===== src/rtl/cu_command_arbiter_pkg.sv =====
// Shared types for the CU command arbiter: channel indices, command line, buffer status,
// arbiter state and the round-robin pick helper.
package cu_command_arbiter_pkg;

  localparam int CMD_ARB_NUM_CHANNELS = 4;

  typedef enum logic [1:0] {
    CMD_CH_READ           = 2'd0,
    CMD_CH_PREFETCH_READ  = 2'd1,
    CMD_CH_PREFETCH_WRITE = 2'd2,
    CMD_CH_WRITE          = 2'd3
  } cmd_channel_t;

  typedef struct packed {
    logic        valid;
    logic [7:0]  command;
    logic [7:0]  tag;
    logic [63:0] address;
    logic [11:0] size;
  } CommandBufferLine;

  typedef struct packed {
    logic empty;
    logic alfull;
    logic full;
  } BufferStatus;

  typedef struct packed {
    cmd_channel_t rr_ptr;
    logic [7:0]   credit_count;
  } cmd_arb_state_t;

  // Offset of the first requester in a request vector already rotated to start at rr_ptr.
  function automatic logic [1:0] rr_pick(input logic [3:0] req_rot);
    casez (req_rot)
      4'b???1: rr_pick = 2'd0;
      4'b??10: rr_pick = 2'd1;
      4'b?100: rr_pick = 2'd2;
      4'b1000: rr_pick = 2'd3;
      default: rr_pick = 2'd0;
    endcase
  endfunction

endpackage


===== src/rtl/cu_command_arbiter_fifo.sv =====
// cu_command_fifo: per-channel circular command buffer with registered
// empty/alfull/full status and a sticky overflow flag.
module cu_command_fifo
  import cu_command_arbiter_pkg::*;
#(
  parameter int DEPTH = 8
) (
  input  logic                   clock,
  input  logic                   rstn,
  input  logic                   push,
  input  CommandBufferLine       push_data,
  input  logic                   pop,
  output CommandBufferLine       head,
  output logic [$clog2(DEPTH):0] count,
  output BufferStatus            status,
  output logic                   overflow
);

  localparam int            AW        = $clog2(DEPTH);
  localparam logic [AW:0]   ZERO_C    = {(AW+1){1'b0}};
  localparam logic [AW:0]   ONE_C     = {{AW{1'b0}}, 1'b1};
  localparam logic [AW:0]   DEPTH_C   = (AW+1)'(DEPTH);
  localparam logic [AW:0]   ALFULL_C  = (AW+1)'(DEPTH - 2);
  localparam logic [AW-1:0] PTR_ONE_C = {{(AW-1){1'b0}}, 1'b1};

  CommandBufferLine mem_r [DEPTH];
  logic [AW-1:0]    wr_ptr_r;
  logic [AW-1:0]    rd_ptr_r;
  logic [AW:0]      count_r;
  logic [AW:0]      count_nxt_s;
  logic             push_ok_s;
  logic             pop_ok_s;
  BufferStatus      status_r;
  logic             overflow_r;

  // A pop frees the slot in the same cycle, so a full FIFO being popped still accepts a push.
  always_comb begin
    pop_ok_s  = pop && (count_r != ZERO_C);
    push_ok_s = push && ((count_r != DEPTH_C) || pop_ok_s);
    case ({push_ok_s, pop_ok_s})
      2'b10:   count_nxt_s = count_r + ONE_C;
      2'b01:   count_nxt_s = count_r - ONE_C;
      default: count_nxt_s = count_r;
    endcase
  end

  // Pointers, occupancy, status flags (from the next count) and sticky overflow.
  always_ff @(posedge clock or negedge rstn) begin
    if (!rstn) begin
      wr_ptr_r   <= {AW{1'b0}};
      rd_ptr_r   <= {AW{1'b0}};
      count_r    <= ZERO_C;
      status_r   <= '{empty: 1'b1, alfull: 1'b0, full: 1'b0};
      overflow_r <= 1'b0;
    end else begin
      if (push_ok_s) begin
        wr_ptr_r <= wr_ptr_r + PTR_ONE_C;
      end else begin
        wr_ptr_r <= wr_ptr_r;
      end
      if (pop_ok_s) begin
        rd_ptr_r <= rd_ptr_r + PTR_ONE_C;
      end else begin
        rd_ptr_r <= rd_ptr_r;
      end
      count_r         <= count_nxt_s;
      status_r.empty  <= (count_nxt_s == ZERO_C);
      status_r.alfull <= (count_nxt_s >= ALFULL_C);
      status_r.full   <= (count_nxt_s == DEPTH_C);
      overflow_r      <= overflow_r | (push && !push_ok_s);
    end
  end

  // Payload storage; contents are don't-care until written.
  always_ff @(posedge clock) begin
    if (push_ok_s) begin
      mem_r[wr_ptr_r] <= push_data;
    end
  end

  assign head     = mem_r[rd_ptr_r];
  assign count    = count_r;
  assign status   = status_r;
  assign overflow = overflow_r;

endmodule


===== src/rtl/cu_command_arbiter.sv =====
// cu_command_arbiter: four command FIFOs, credit-gated round-robin onto one registered port.
// Optional per-channel grant statistics under CMD_ARB_STATS_EN.
module cu_command_arbiter
  import cu_command_arbiter_pkg::*;
#(
  parameter int FIFO_DEPTH   = 8,
  parameter int CREDITS_INIT = 64,
  parameter int CREDITS_MAX  = 64
) (
  input  logic             clock,
  input  logic             rstn,
  input  logic             enabled_in,
  input  CommandBufferLine read_command_in,
  input  CommandBufferLine prefetch_read_command_in,
  input  CommandBufferLine prefetch_write_command_in,
  input  CommandBufferLine write_command_in,
  input  logic             credit_return_in,
  output BufferStatus      read_buffer_status,
  output BufferStatus      prefetch_read_buffer_status,
  output BufferStatus      prefetch_write_buffer_status,
  output BufferStatus      write_buffer_status,
  output CommandBufferLine command_out,
  output logic [7:0]       credit_count_out,
  output logic [3:0]       overflow_out
`ifdef CMD_ARB_STATS_EN
  ,
  output logic [0:127]     cmd_arb_stats_out
`endif
);

  localparam int         CW             = $clog2(FIFO_DEPTH);
  localparam logic [7:0] CREDITS_INIT_C = 8'(CREDITS_INIT);
  localparam logic [7:0] CREDITS_MAX_C  = 8'(CREDITS_MAX);

  CommandBufferLine cmd_in_s [CMD_ARB_NUM_CHANNELS];
  CommandBufferLine head_s   [CMD_ARB_NUM_CHANNELS];
  BufferStatus      status_s [CMD_ARB_NUM_CHANNELS];
  logic [CW:0]      count_s  [CMD_ARB_NUM_CHANNELS];
  logic [3:0]       pending_s;
  logic [3:0]       overflow_s;
  logic [3:0]       pop_s;
  logic [3:0]       req_rot_s;
  logic             grant_s;
  logic [1:0]       grant_ch_s;
  cmd_arb_state_t   state_r;
  CommandBufferLine cmd_r;

  assign cmd_in_s[CMD_CH_READ]           = read_command_in;
  assign cmd_in_s[CMD_CH_PREFETCH_READ]  = prefetch_read_command_in;
  assign cmd_in_s[CMD_CH_PREFETCH_WRITE] = prefetch_write_command_in;
  assign cmd_in_s[CMD_CH_WRITE]          = write_command_in;

  for (genvar ch = 0; ch < CMD_ARB_NUM_CHANNELS; ch++) begin : g_fifo
    cu_command_fifo #(
      .DEPTH     (FIFO_DEPTH)
    ) u_fifo (
      .clock     (clock),
      .rstn      (rstn),
      .push      (cmd_in_s[ch].valid),
      .push_data (cmd_in_s[ch]),
      .pop       (pop_s[ch]),
      .head      (head_s[ch]),
      .count     (count_s[ch]),
      .status    (status_s[ch]),
      .overflow  (overflow_s[ch])
    );
    assign pending_s[ch] = (count_s[ch] != {(CW+1){1'b0}});
  end

  // Rotate requests so bit 0 is the channel at rr_ptr, then take the first one set.
  always_comb begin
    req_rot_s  = 4'({pending_s, pending_s} >> state_r.rr_ptr);
    grant_s    = 1'b0;
    grant_ch_s = state_r.rr_ptr;
    pop_s      = 4'b0000;
    if (enabled_in && (state_r.credit_count != 8'd0) && (req_rot_s != 4'b0000)) begin
      grant_s           = 1'b1;
      grant_ch_s        = state_r.rr_ptr + rr_pick(req_rot_s);
      pop_s[grant_ch_s] = 1'b1;
    end else begin
      grant_s = 1'b0;
    end
  end

  // Round-robin pointer, saturating credit counter and the registered command port.
  always_ff @(posedge clock or negedge rstn) begin
    if (!rstn) begin
      state_r <= '{rr_ptr: CMD_CH_READ, credit_count: CREDITS_INIT_C};
      cmd_r   <= '{valid: 1'b0, command: 8'd0, tag: 8'd0, address: 64'd0, size: 12'd0};
    end else begin
      if (grant_s) begin
        state_r.rr_ptr <= cmd_channel_t'(grant_ch_s + 2'd1);
        cmd_r          <= head_s[grant_ch_s];
        cmd_r.valid    <= 1'b1;
      end else begin
        state_r.rr_ptr <= state_r.rr_ptr;
        cmd_r.valid    <= 1'b0;
      end
      case ({grant_s, credit_return_in})
        2'b10:   state_r.credit_count <= state_r.credit_count - 8'd1;
        2'b01:   state_r.credit_count <= (state_r.credit_count < CREDITS_MAX_C) ?
                                         state_r.credit_count + 8'd1 : state_r.credit_count;
        default: state_r.credit_count <= state_r.credit_count;
      endcase
    end
  end

  assign read_buffer_status           = status_s[CMD_CH_READ];
  assign prefetch_read_buffer_status  = status_s[CMD_CH_PREFETCH_READ];
  assign prefetch_write_buffer_status = status_s[CMD_CH_PREFETCH_WRITE];
  assign write_buffer_status          = status_s[CMD_CH_WRITE];
  assign command_out                  = cmd_r;
  assign credit_count_out             = state_r.credit_count;
  assign overflow_out                 = overflow_s;

`ifdef CMD_ARB_STATS_EN
  logic [31:0] grant_cnt_r [CMD_ARB_NUM_CHANNELS];

  // Free-running per-channel grant counters; they wrap.
  always_ff @(posedge clock or negedge rstn) begin
    if (!rstn) begin
      for (int i = 0; i < CMD_ARB_NUM_CHANNELS; i++) begin
        grant_cnt_r[i] <= 32'd0;
      end
    end else begin
      if (grant_s) begin
        grant_cnt_r[grant_ch_s] <= grant_cnt_r[grant_ch_s] + 32'd1;
      end
    end
  end

  assign cmd_arb_stats_out = {grant_cnt_r[0], grant_cnt_r[1], grant_cnt_r[2], grant_cnt_r[3]};
`endif

endmodule


===== config.mk =====
export PLATFORM = sky130hd
export DESIGN_NAME = cu_command_arbiter
export DESIGN_NICKNAME = d
export VERILOG_FILES = /design/src/rtl/cu_command_arbiter_pkg.sv /design/src/rtl/cu_command_arbiter_fifo.sv /design/src/rtl/cu_command_arbiter.sv
export SDC_FILE = /design/constraint.sdc
export NUM_CORES = 2
export LEC_CHECK = 0
export BUFFER_PORTS_ARGS = -buffer_cell sky130_fd_sc_hd__buf_2
export CORE_MARGIN = 5
export CORE_UTILIZATION = 60
export DETAILED_ROUTE_END_ITERATION = 8
export PLACE_DENSITY = 0.79
export RECOVER_POWER = 50
export SLEW_MARGIN = 20
export SYNTH_ARGS = -nofsm -noshare
export SYNTH_HDL_FRONTEND = slang
export SYNTH_SLANG_ARGS = --single-unit

===== constraint.sdc =====
create_clock -name clock -period 28 [get_ports clock]
set_input_delay 8.4 -clock clock [delete_from_list [all_inputs] [get_ports clock]]
set_output_delay 8.4 -clock clock [all_outputs]
set_load 0.03 [all_outputs]

==> impl_metrics.csv <==
group,metric,value,unit
floorplan,rows,164,
sta,max_slew_margin,-290,%
power,p_leak,0.0428,uW
route,via_per_inst,6.73,
min_path,holdCritPathClass,"flop to flop",
global_route,grt_pass1_wl,447,mm
floorplan,die_h,457,microns
synthesis,synth_top_area_cell,"edfxtp_1",
worst_setup_path,crit_arrival,15.29,ns
synthesis,yosys-top-cells-area,"edfxtp_1, mux4_2, dfrtp_1, mux2i_1, a211oi_1",
clocking,postCtsHoldBufs,0,
global_route,grt_max_degree,138,
route,vias,61300,
route,dr.pass1.iters,6,
synthesis,async_flop_share,5.12,%
floorplan,fp.dieW,457,microns
clocking,cts-root-buf,"clkbuf_16",
sta,finalCritPeriodShare,53.8,%
floorplan,dieArea,0.209,sq mm
finish,seqCellArea,0.0924,sq mm
sta,setup_tns,0,ns
route,drc,0,
clocking,htree_levels,5,
sta,fin_crit,15.06,ns
finish,nNetsFinal,6538,
worst_setup_path,critPathMaxFanout,103,
global_route,grt.met1_usage,42.6,%
global_route,busiest_layer,"met2",
synthesis,synth_flop_cell,"edfxtp_1",
synthesis,ys_seq_area_share,77.1,%
synthesis,ys_types,77,
run_status,failed_checks,"max-capacitance violations, max-slew violations",
global_route,antenna_found_initial,156,
synthesis,netlist_area,0.120,sq mm
run,maxCapViolCount,3,
global_route,grtUsageTotal,29.9,%
worst_setup_path,cp_slowest_cell,"clkbuf_1",
clocking,clock_latency,0.94,ns
worst_setup_path,rrSetupSlack,21.09,ns
power,p_per_area,111,mW/mm^2
place,hpwl,186,mm
sta,finalMaxSlewViolations,174,
place,port_buffers,492,
global_route,met2_usage,44.0,%
clocking,post-cts-setup-buffers,0,
clocking,clockBufferDepth,4,
clocking,clkSlewWorstSetupHoldPaths,0.06,ns
worst_setup_path,cp_common_cell,"clkbuf_1",
synthesis,synth_top_area_share,73.8,%
worst_setup_path,path_delay_family,"buffers and inverters",
route,ant_nets,0,
sta,rsz0062_at_grt,"false",
power,p_total,14900,uW
finish,area_delta_synth_final,12.3,%
clocking,cts_sinks,3103,
place,place_inst,8479,
synthesis,ys_ff_latch,3103,
synthesis,synth_fp_nets,5959,
worst_setup_path,critical-path-max-stage-delay,4.01,ns
floorplan,core_area,0.199,sq mm
sta,worstMarginPinSlew,5.84,ns
worst_setup_path,crit_path_end_kind,"async pin",
clocking,cts_tree,"done",
floorplan,initial_core_util,60.1,%
finish,nFillCells,12100,
place,globalplace.congestion,0.897,
finish,multiInputGateArea,0.0261,sq mm
global_route,use_met3,8.80,%
worst_setup_path,path_buf_inv,2,
clocking,ctsResizeCount,0,
sta,max_freq,66.4,MHz
global_route,gr-total-overflow,0,
floorplan,ios,493,
sta,skew,0.0809,ns
synthesis,synth_edf_count,2944,
worst_setup_path,path_class,"input port to async pin",
worst_setup_path,worstSetupStartpointType,"input port",
sta,finalHoldViolations,0,
run_status,status,"complete, but fails checks",
worst_setup_path,crit_required,28.23,ns
power,ir_drop,0.0844,mV
route,wl,312,mm
finish,layout-drive-gt1-share,22.6,%
synthesis,avgSynthCellArea,21.6,sq um
synthesis,syn_inst,5555,
sta,setup_viol,0,
worst_setup_path,path_cells,"clkbuf_1 -> clkbuf_1",
finish,final_cell_count_no_fill,9114,
global_route,grt_pass1_vias,60800,
route,routedWlPerCell,34.2,microns
clocking,cts_buffers,309,
synthesis,ys_warn_count,0,
route,drt_iter0_drc,9758,
## metrics by stage
stage | area, sq um | hold WS [ns] | setup WS (ns) | utilization [%]
3_3_place_gp | 125000 | 0.438 | 15.28 | 62.9
4_1_cts | 135000 | 0.462 | 16.09 | 67.6
3_5_place_dp | 125000 | 0.449 | 15.13 | 62.9
2_1_floorplan | 120000 | 0.429 | 8.28 | -
5_1_grt | 134000 | 0.496 | 11.47 | 67.5
6_report | 134000 | 0.463 | 12.94 | 67.5
## cell usage after synthesis, types with 13 or more instances
master	n
nor2b_1	187
nand2_1	140
a21oi_1	105
dfrtp_1	154
a21o_1	13
a211oi_1	184
ha_1	23
xnor2_1	22
buf_2	18
nor3_1	22
edfxtp_1	2944
nor2_1	129
a211o_1	94
inv_1	27
mux4_2	736
nand3_1	16
a31oi_1	95
buf_1	69
clkbuf_1	234
mux2i_1	188
## cells in the final DEF (no fill, tap or decap), types with 9 or more instances in the layout
cell / synthesis / layout
mux4_2: 736 / 736
buf_4: 12 / 103
bufinv_16: 0 / 17
clkinv_2: 0 / 40
nand2_1: 140 / 140
inv_1: 27 / 27
clkinvlp_4: 0 / 10
xor2_1: 12 / 12
dfrtp_4: 0 / 12
mux2i_1: 188 / 188
a31oi_1: 95 / 95
buf_2: 18 / 120
nor2_1: 129 / 120
clkbuf_16: 0 / 316
clkbuf_1: 234 / 440
clkinv_1: 0 / 73
nor3_1: 22 / 17
a211o_1: 94 / 94
ha_1: 23 / 23
nor2_4: 0 / 9
a21o_1: 13 / 13
diode_2: 0 / 101
nand3_1: 16 / 16
o21ai_0: 10 / 13
nor2b_1: 187 / 187
xnor2_1: 22 / 22
dfrtp_1: 154 / 142
edfxtp_1: 2944 / 2944
a211oi_1: 184 / 185
a21oi_1: 105 / 105
## worst register-to-register path: cells and delay by family (launching register included)
family          cells  cell delay (ns)
simple gates        5             2.74
buf+inv             2             1.52
compound gates      3             0.87
xor+xnor            1             0.62
flops               1             0.47
fa+ha+maj           1             0.23
## registers in the layout, indices dropped and copies added (netlist names)
name and flops:
g_fifo.u_fifo.wr_ptr_r 12, g_fifo.u_fifo.status 12, state_r 2, g_fifo.u_fifo.count 16
command_out 93, g_fifo.u_fifo.rd_ptr_r 12, credit_count_out 8, g_fifo.u_fifo.mem_r 2944
g_fifo.u_fifo.overflow 4
## metal layers
| metal | vias up | share of wire, % |
|---|---|---|
| met4 | 68 | 4.6 |
| met2 | 4447 | 47 |
| li1 | 24500 | - |
| met5 | - | 0.14 |
| met1 | 31700 | 36 |
| met3 | 677 | 13 |
## kinds of logic after synthesis
| kind of cell | Yosys count | share of synthesized area (%) |
|---|---|---|
| flops | 3103 | 77.1 |
| xor+xnor | 34 | 0.249 |
| mux | 932 | 15.5 |
| compound gates | 551 | 3.29 |
| buf+inv | 363 | 1.20 |
| fa+ha+maj | 28 | 0.324 |
| simple gates | 544 | 2.33 |
## power by group
part | switching [uW] | internal (uW) | total (uW) | leakage, uW
registers | 467 | 5880 | 6350 | 0.0285
clock network | 1680 | 2230 | 3910 | 0.00456
logic | 2850 | 1780 | 4630 | 0.00968
## final cells by class
cell class,count,share of cell area [%]
diodes,101,0.188
clock buffers,388,6.12
well taps,2656,2.47
multi-input cells,2089,19.4
inverters,29,0.0847
clock inverters,146,0.833
repair buffers,602,2.14
flip-flops and latches,3103,68.7
## worst paths after layout
check,from,to,cells past startpoint
hold reg to reg,g_fifo[3].u_fifo.overflow$_DFF_PN0_,g_fifo[3].u_fifo.overflow$_DFF_PN0_,1
min in group asynchronous,rstn,g_fifo[1].u_fifo.count[3]$_DFF_PN0_,1
max in group clock,enabled_in,g_fifo[1].u_fifo.mem_r[3][13]$_DFFE_PP_,8
setup reg to reg,g_fifo[1].u_fifo.count[0]$_DFF_PN0_,g_fifo[1].u_fifo.mem_r[3][13]$_DFFE_PP_,12
setup / recovery,rstn,command_out[10]$_DFFE_PN0P_,2
hold / removal,g_fifo[3].u_fifo.overflow$_DFF_PN0_,g_fifo[3].u_fifo.overflow$_DFF_PN0_,1
Note: power is estimated with default switching activity, not from simulation.
